**src/rtl/adc_sched_pkg.sv**
```systemverilog
// Shared definitions for the ADC sample scheduler: state encoding, converter
// width and accumulator sizing.
package adc_sched_pkg;

  localparam int ADC_WIDTH = 12;

  typedef logic [2:0] state_t;

  localparam state_t ST_IDLE    = 3'd0;
  localparam state_t ST_REQ     = 3'd1;
  localparam state_t ST_WAIT_LO = 3'd2;
  localparam state_t ST_ACCUM   = 3'd3;
  localparam state_t ST_PUBLISH = 3'd4;

  // Summing 2^avg_log2 full-scale samples needs avg_log2 extra bits of headroom.
  function automatic int acc_width(input int avg_log2);
    return ADC_WIDTH + avg_log2;
  endfunction

endpackage

```
**src/rtl/sync_2ff.sv**
```systemverilog
// Two-flop synchronizer for a single-bit level crossing into the local clock.
module sync_2ff (
  input  logic clk_i,
  input  logic rst_ni,
  input  logic d_i,
  output logic q_o
);

  logic meta_q;
  logic sync_q;

  // Metastability-settling pipeline.
  always_ff @(posedge clk_i or negedge rst_ni) begin
    if (!rst_ni) begin
      meta_q <= 1'b0;
      sync_q <= 1'b0;
    end else begin
      meta_q <= d_i;
      sync_q <= meta_q;
    end
  end

  assign q_o = sync_q;

endmodule

```
**src/rtl/adc_sample_scheduler.sv**
```systemverilog
// Periodically requests dual ADC conversions, averages 2^AVG_LOG2 of them per
// channel and publishes the result, with overrun and timeout supervision.
module adc_sample_scheduler
  import adc_sched_pkg::*;
#(
  parameter int PERIOD_CYCLES  = 50000,
  parameter int AVG_LOG2       = 2,
  parameter int TIMEOUT_CYCLES = 200000
) (
  input  logic                 CLOCK_50MHz,
  input  logic                 RESET_n,
  input  logic                 ENABLE,
  output logic                 ADC_START,
  input  logic                 ADC_BUSY,
  input  logic [ADC_WIDTH-1:0] ADC_DATA0,
  input  logic [ADC_WIDTH-1:0] ADC_DATA1,
  output logic [ADC_WIDTH-1:0] PADDLE0,
  output logic [ADC_WIDTH-1:0] PADDLE1,
  output logic                 VALID,
  output logic                 TIMEOUT_ERR,
  output logic                 OVERRUN
);

  localparam int ACC_W = acc_width(AVG_LOG2);
  localparam int PER_W = (PERIOD_CYCLES > 1) ? $clog2(PERIOD_CYCLES) : 1;
  localparam int TO_W  = (TIMEOUT_CYCLES > 1) ? $clog2(TIMEOUT_CYCLES) : 1;
  localparam int CNT_W = AVG_LOG2 + 1;

  localparam logic [PER_W-1:0] PER_LAST = PER_W'(PERIOD_CYCLES - 1);
  localparam logic [TO_W-1:0]  TO_LAST  = TO_W'(TIMEOUT_CYCLES - 1);
  localparam logic [CNT_W-1:0] CNT_FULL = CNT_W'(1 << AVG_LOG2);

  logic                 busy_s;
  logic                 tick_s;
  logic [PER_W-1:0]     per_q, per_d;
  state_t               state_q, state_d;
  logic [TO_W-1:0]      to_q, to_d;
  logic [ACC_W-1:0]     acc0_q, acc0_d, acc1_q, acc1_d;
  logic [CNT_W-1:0]     cnt_q, cnt_d;
  logic                 start_q, start_d;
  logic                 valid_q, valid_d;
  logic [ADC_WIDTH-1:0] pad0_q, pad0_d, pad1_q, pad1_d;
  logic                 terr_q, terr_d;
  logic                 ovr_q, ovr_d;

  sync_2ff u_busy_sync (
    .clk_i  (CLOCK_50MHz),
    .rst_ni (RESET_n),
    .d_i    (ADC_BUSY),
    .q_o    (busy_s)
  );

  // Sampling period counter; parked at zero while disabled.
  always_comb begin
    tick_s = ENABLE && (per_q == PER_LAST);
    if (!ENABLE || (per_q == PER_LAST)) begin
      per_d = '0;
    end else begin
      per_d = per_q + PER_W'(1);
    end
  end

  // Conversion sequencing, averaging and error flags.
  always_comb begin
    state_d = state_q;
    to_d    = to_q;
    acc0_d  = acc0_q;
    acc1_d  = acc1_q;
    cnt_d   = cnt_q;
    valid_d = 1'b0;
    pad0_d  = pad0_q;
    pad1_d  = pad1_q;
    terr_d  = terr_q;
    ovr_d   = ovr_q;

    if (!ENABLE) begin
      state_d = ST_IDLE;
      to_d    = '0;
      acc0_d  = '0;
      acc1_d  = '0;
      cnt_d   = '0;
      terr_d  = 1'b0;
      ovr_d   = 1'b0;
    end else begin
      if (tick_s && (state_q != ST_IDLE)) begin
        ovr_d = 1'b1;
      end else begin
        ovr_d = ovr_q;
      end

      case (state_q)
        ST_IDLE: begin
          to_d = '0;
          if (tick_s) begin
            state_d = ST_REQ;
          end else begin
            state_d = ST_IDLE;
          end
        end
        ST_REQ, ST_WAIT_LO: begin
          to_d = to_q + TO_W'(1);
          // The timeout covers the whole request/conversion window.
          if (to_q == TO_LAST) begin
            terr_d  = 1'b1;
            acc0_d  = '0;
            acc1_d  = '0;
            cnt_d   = '0;
            state_d = ST_IDLE;
          end else if ((state_q == ST_REQ) && busy_s) begin
            state_d = ST_WAIT_LO;
          end else if ((state_q == ST_WAIT_LO) && !busy_s) begin
            state_d = ST_ACCUM;
          end else begin
            state_d = state_q;
          end
        end
        ST_ACCUM: begin
          acc0_d = acc0_q + ACC_W'(ADC_DATA0);
          acc1_d = acc1_q + ACC_W'(ADC_DATA1);
          cnt_d  = cnt_q + CNT_W'(1);
          if ((cnt_q + CNT_W'(1)) == CNT_FULL) begin
            state_d = ST_PUBLISH;
          end else begin
            state_d = ST_IDLE;
          end
        end
        ST_PUBLISH: begin
          pad0_d  = ADC_WIDTH'(acc0_q >> AVG_LOG2);
          pad1_d  = ADC_WIDTH'(acc1_q >> AVG_LOG2);
          valid_d = 1'b1;
          acc0_d  = '0;
          acc1_d  = '0;
          cnt_d   = '0;
          state_d = ST_IDLE;
        end
        default: begin
          state_d = ST_IDLE;
        end
      endcase
    end

    start_d = (state_d == ST_REQ);
  end

  // State and output registers.
  always_ff @(posedge CLOCK_50MHz or negedge RESET_n) begin
    if (!RESET_n) begin
      per_q   <= '0;
      state_q <= ST_IDLE;
      to_q    <= '0;
      acc0_q  <= '0;
      acc1_q  <= '0;
      cnt_q   <= '0;
      start_q <= 1'b0;
      valid_q <= 1'b0;
      pad0_q  <= '0;
      pad1_q  <= '0;
      terr_q  <= 1'b0;
      ovr_q   <= 1'b0;
    end else begin
      per_q   <= per_d;
      state_q <= state_d;
      to_q    <= to_d;
      acc0_q  <= acc0_d;
      acc1_q  <= acc1_d;
      cnt_q   <= cnt_d;
      start_q <= start_d;
      valid_q <= valid_d;
      pad0_q  <= pad0_d;
      pad1_q  <= pad1_d;
      terr_q  <= terr_d;
      ovr_q   <= ovr_d;
    end
  end

  assign ADC_START   = start_q;
  assign VALID       = valid_q;
  assign PADDLE0     = pad0_q;
  assign PADDLE1     = pad1_q;
  assign TIMEOUT_ERR = terr_q;
  assign OVERRUN     = ovr_q;

endmodule

```
**config.mk**
```make
export PLATFORM = sky130hd
export DESIGN_NAME = adc_sample_scheduler
export DESIGN_NICKNAME = d
export VERILOG_FILES = /design/src/rtl/adc_sched_pkg.sv /design/src/rtl/sync_2ff.sv /design/src/rtl/adc_sample_scheduler.sv
export SDC_FILE = /design/constraint.sdc
export NUM_CORES = 1
export LEC_CHECK = 0
export BUFFER_PORTS_ARGS = -buffer_cell sky130_fd_sc_hd__buf_2
export CAP_MARGIN = 0
export CORE_UTILIZATION = 61
export CTS_CLUSTER_DIAMETER = 40
export CTS_CLUSTER_SIZE = 25
export DETAILED_ROUTE_END_ITERATION = 12
export GPL_TIMING_DRIVEN = 0
export PLACE_DENSITY = 0.82
export SYNTH_ARGS = -nofsm -noshare
export SYNTH_HDL_FRONTEND = slang
export SYNTH_SLANG_ARGS = --single-unit
```
**constraint.sdc**
```tcl
create_clock -name CLOCK_50MHz -period 4 [get_ports CLOCK_50MHz]
set_input_delay 0.8 -clock CLOCK_50MHz [delete_from_list [all_inputs] [get_ports CLOCK_50MHz]]
set_output_delay 0.8 -clock CLOCK_50MHz [all_outputs]
set_load 0.005 [all_outputs]
```
Word-level counts from Yosys, hierarchy flattened
Index checks and enable logic that the tools add are counted.
Word-level totals
  bits in registers: 98
  latch bits: 0
  memory bits (writable): 0
  ROM bits: 0
  input bits: 28
  output and inout bits: 28
  memories: 0
Operators by class
  add/sub/neg operators: 5
  $mul: 0
  divide/modulo/power cells: 0
  magnitude comparators: 0
  equality and inequality tests: 14
  shifts and indexed selects: 0
  muxes and demuxes: 25
  bitwise gates (word level): 0
  reduce and logical (&&, ||, !) cells: 13
Operator list (number)
  $pmux W14 S3: 2
  $mux W14: 3
  $pmux W18 S2: 1
  $add A14 B12 Y14: 2
  $mux W3: 7
  $add A18 B1 Y18 const B: 1
  $eq A18 B18 Y1 const B: 1
  $mux W18: 1
  $pmux W3 S3: 2
  $add A16 B1 Y16 const B: 1
  $eq A16 B16 Y1 const B: 1
  $mux W16: 1
  $mux W1: 8
  $eq A3 B1 Y1 const B: 2
  $eq A3 B2 Y1 const B: 2
  $eq A3 B3 Y1 const B: 2
  $ne A2 B1 Y1 const B: 3
  $reduce_and A2 Y1: 3
  $logic_and A1 B1 Y1: 4
  $ne A4 B1 Y1 const B: 1
  $add A3 B1 Y3 const B: 1
  $logic_not A3 Y1: 1
  $ne A3 B1 Y1 const B: 1
  $ne A3 B3 Y1 const B: 1
  4 further kinds: 5

Logic depth before layout (Yosys ltp)
  depth in word-level cells: 8
  depth in mapped cells: 9

Cells and area by module
A second synthesis with hierarchy kept.
Unflattened totals
  cells, all modules: 542
  area, all modules: 5316.3 µm²
Modules (own cells, without submodules)
  adc_sample_scheduler: instances 1, cells an instance 540, area an instance 5266.3 µm²
  sync_2ff: instances 1, cells an instance 2, area an instance 50.0 µm²

Worst setup path before layout
OpenSTA, ideal clock, no wires.
  path kind: input to register
  start: input port ADC_DATA0[3]
  end: register acc0_q[13]
  data arrival time: 2.514 ns
  required time: 3.874 ns
  slack: 1.360 ns
  stages on the path: 7
  path buffers: 0
  cells stage by stage: ha_1 > a21o_1 > a21oi_1 > a21oi_1 > o41ai_1 > o21ai_0 > a221o_1
On the way
  word-level cells in the longest chain between the ends: 3
RTL lines
  start, declared: line adc_sample_scheduler.sv:15  | input logic [ADC_WIDTH-1:0] ADC_DATA0,
  $add A14 B12 Y14: line adc_sample_scheduler.sv:118  | acc0_d = acc0_q + ACC_W'(ADC_DATA0);
  $pmux W14 S3: line adc_sample_scheduler.sv:91  | case (state_q)
  $mux W14: line adc_sample_scheduler.sv:76  | if (!ENABLE) begin
  end signal, assigned: line adc_sample_scheduler.sv:151  | acc0_q <= '0;
  end signal, assigned: line adc_sample_scheduler.sv:164  | acc0_q <= acc0_d;
  end, declared: line adc_sample_scheduler.sv:38  | logic [ACC_W-1:0] acc0_q, acc0_d, acc1_q, acc1_d;
No other way between the ends.
A chain may end at the register's enable or synchronous reset.

Final worst setup path
Same ends and word-level chain as after synthesis.

==> impl_metrics.csv <==
group,metric,value,unit
finish,diodes,0,
setup_path,cp-end-kind,"flop",
sta,drv_slew,0,
placement,port_buffers,55,
setup_path,cp.required,4250,ps
global_routing,track_usage,0.271,
floorplan,rows,33,
detailed_routing,drc_errors,0,
power_and_ir_drop,finalPower,1.77,mW
detailed_routing,vias,4270,
outcome,status,"complete, no violations",
power_and_ir_drop,p_sw,400,uW
floorplan,dieArea,8990,sq um
power_and_ir_drop,share_comb_of_total_power,0.052,
power_and_ir_drop,clkPwrFrac,0.385,
logic_synthesis,synth_cell_type_count,51,
power_and_ir_drop,p_per_area,300,nW/um^2
detailed_routing,avgRoutedWirePerCell,15.9,um
power_and_ir_drop,p_leak,2.87,nW
finish,layout-drive-gt1-share,0.169,
clocking,ctsResizeCount,0,
power_and_ir_drop,intPower,1.37,mW
power_and_ir_drop,max-vdd-ir-drop,0.000179,V
worst_hold_path,hp-class,"input port to asynchronous set/reset pin",
setup_path,path_max_fanout,5,
logic_synthesis,synth_seq_cells,98,
logic_synthesis,ys_async_sr_fraction,1.00,
job,max-cap-violations,0,
floorplan,die_h,94.8,um
clocking,clk_pin_slew,80,ps
clocking,cts_tree,"done",
power_and_ir_drop,seq_power_share,0.563,
sta,fin_skew,12.4,ps
logic_synthesis,syn_area_per_cell,9.88,sq um
detailed_routing,wl,11.3,mm
global_routing,grt_max_degree,71,
clocking,cts_inserted_buffers,9,
detailed_routing,postRouteAntennaNets,0,
clocking,htreeDepth,3,
clocking,clockBufferDepth,2,
global_routing,first_global_vias,4184,
logic_synthesis,synthFlopType,"dfrtp_1",
sta,hold_viol_final,0,
clocking,cts_setup_buffers,0,
global_routing,gr-total-overflow,0,
floorplan,start_util,0.636,
logic_synthesis,yosysWarningCount,0,
placement,gp_congestion,0.886,
setup_path,cp-start-kind,"input port",
sta,setup_tns,0,ps
clocking,root_buffer,"clkbuf_8",
clocking,hold_buffers,0,
floorplan,io_pins,56,
detailed_routing,vias_per_cell,6.02,
global_routing,grt_pass1_wl,19.0,mm
logic_synthesis,synth_edf_count,0,
finish,fin_nets,657,
sta,period_needed,2860,ps
logic_synthesis,seq_area_frac_synth,0.467,
sta,final-setup-viol-count,0,
sta,tightest_slew,891,ps
floorplan,core,8260,sq um
floorplan,die_w,94.8,um
sta,max_slew_margin,0.400,
finish,fillers,631,
finish,area_growth,12.4,%
global_routing,antenna_found_initial,0,
clocking,clock_latency,370,ps
logic_synthesis,synthesis.area,5250,sq um
finish,regArea,2450,sq um
sta,rsz0062_at_grt,"no",
finish,multi_input_area,2690,sq um
sta,post-route-period-util,0.716,
clocking,clock-sinks,98,
placement,post-dp-hpwl,7.97,mm
detailed_routing,drt_iter0_drc,197,
logic_synthesis,syn_inst,532,
logic_synthesis,syn_nets,590,
sta,fmax,349,MHz
setup_path,cp.arrival,3110,ps
detailed_routing,first_pass_iters,5,
power_and_ir_drop,swShare,0.226,
setup_path,crit_type,"input port to flop",
## flip-flops by register name, summed over array words and instances (netlist names)
signal and flops:
to_q 18, per_q 16, acc0_q 14, acc1_q 14, PADDLE0 12, PADDLE1 12, cnt_q 3, state_q 3
ADC_START 1, OVERRUN 1, TIMEOUT_ERR 1, VALID 1, u_busy_sync.meta_q 1, u_busy_sync.q_o 1
## cell type report
cell class	instances	area share
repair buffers	56	0.0517
clock buffers	13	0.0286
inverters	9	0.00572
plain buffers	19	0.0136
flip-flops and latches	98	0.415
multi-input cells	406	0.455
clock inverters	3	0.00784
well taps	105	0.0222
## synth_stat cells (8+ instances only)
master,number,share of area
a21oi_1,26,0.025
and3_1,13,0.015
clkbuf_1,14,0.010
dfrtp_1,98,0.47
ha_1,28,0.067
inv_1,9,0.0064
mux2_2,24,0.051
nand2_1,65,0.046
nand2b_1,9,0.011
nand3_1,14,0.013
nand4_1,13,0.015
nor2_1,35,0.025
o21ai_0,55,0.052
o21ai_1,8,0.0076
or3_1,8,0.0095
xnor2_1,9,0.015
xor2_1,17,0.028
## worst paths after layout
kind	end	depth (start not counted)	startpoint	slack [ps]
max	acc0_q[13]	8	ADC_DATA0[3]	1140
min	PADDLE0[1]	1	RESET_n	350
max reg2reg	acc0_q[13]	7	acc0_q[3]	1260
min reg2reg	u_busy_sync.q_o	0	u_busy_sync.meta_q	380
max in group asynchronous	PADDLE1[2]	2	RESET_n	2990
min in group CLOCK_50MHz	u_busy_sync.q_o	0	u_busy_sync.meta_q	380
## cells in the final DEF, fill, tap and decap left out, types with 3 or more instances in the layout
| cell | n |
|---|---|
| dfrtp_1 | 98 |
| nand2_1 | 65 |
| o21ai_0 | 55 |
| buf_2 | 55 |
| nor2_1 | 35 |
| ha_1 | 28 |
| a21oi_1 | 26 |
| mux2_2 | 24 |
| xor2_1 | 17 |
| clkbuf_1 | 15 |
| nand3_1 | 14 |
| and3_1 | 13 |
| nand4_1 | 13 |
| clkbuf_8 | 12 |
| inv_1 | 9 |
| xnor2_1 | 9 |
| nand2b_1 | 9 |
| or3_1 | 8 |
| o21ai_1 | 8 |
| o31ai_1 | 7 |
| and2_1 | 7 |
| a31oi_1 | 7 |
| a22o_1 | 6 |
| nor2b_1 | 5 |
| o21a_1 | 5 |
| a21o_1 | 5 |
| nor3_1 | 4 |
| a32o_1 | 4 |
| and4_1 | 3 |
| buf_1 | 3 |
| a211oi_1 | 3 |
## logic make-up (layout without fill, tap and decap cells)
kind of cell | after synthesis | after routing | share of synthesized area
xor+xnor | 26 | 26 | 0.0433
mux | 26 | 26 | 0.0553
fa+ha+maj | 30 | 30 | 0.0743
flops | 98 | 98 | 0.467
simple gates | 184 | 184 | 0.172
buf+inv | 28 | 100 | 0.0217
compound gates | 140 | 140 | 0.167
## critical path, stage by stage
cell,delay [ps]
buf_2,100
ha_1,360
a21o_1,190
a21oi_1,270
a21oi_1,170
o41ai_1,680
o21ai_0,220
a221o_1,320
## through the flow
step / worst slack [ps] / cells / hold slack, ps / util / cell area [sq um]
after floorplan: 1360 / 532 / 331 / - / 5250
after global placement: 1040 / 692 / 335 / 0.685 / 5660
after detailed placement: 854 / 693 / 352 / 0.689 / 5690
after CTS: 1240 / 709 / 362 / 0.715 / 5910
after global routing: 1110 / 709 / 367 / 0.715 / 5910
final: 1140 / 709 / 351 / 0.715 / 5910
## power groups by stage
stage	registers [mW]	logic, mW	clock network (mW)
after CTS	0.996	0.0940	0.689
final	0.996	0.0927	0.680
after detailed placement	1.02	0.0931	0
after global placement	1.02	0.0858	0
after global routing	0.997	0.105	0.727
after floorplan	1.02	0.0434	0
## layer usage
| layer | GRT usage | vias up | wire (um) |
|---|---|---|---|
| met2 | 0.457 | 137 | 5580 |
| li1 | - | 2048 | - |
| met1 | 0.341 | 2059 | 4880 |
| met5 | 0 | - | 0 |
| met4 | 0.0985 | 0 | 259 |
| met3 | 0.0620 | 26 | 580 |
(Power assumes the default switching activity.)
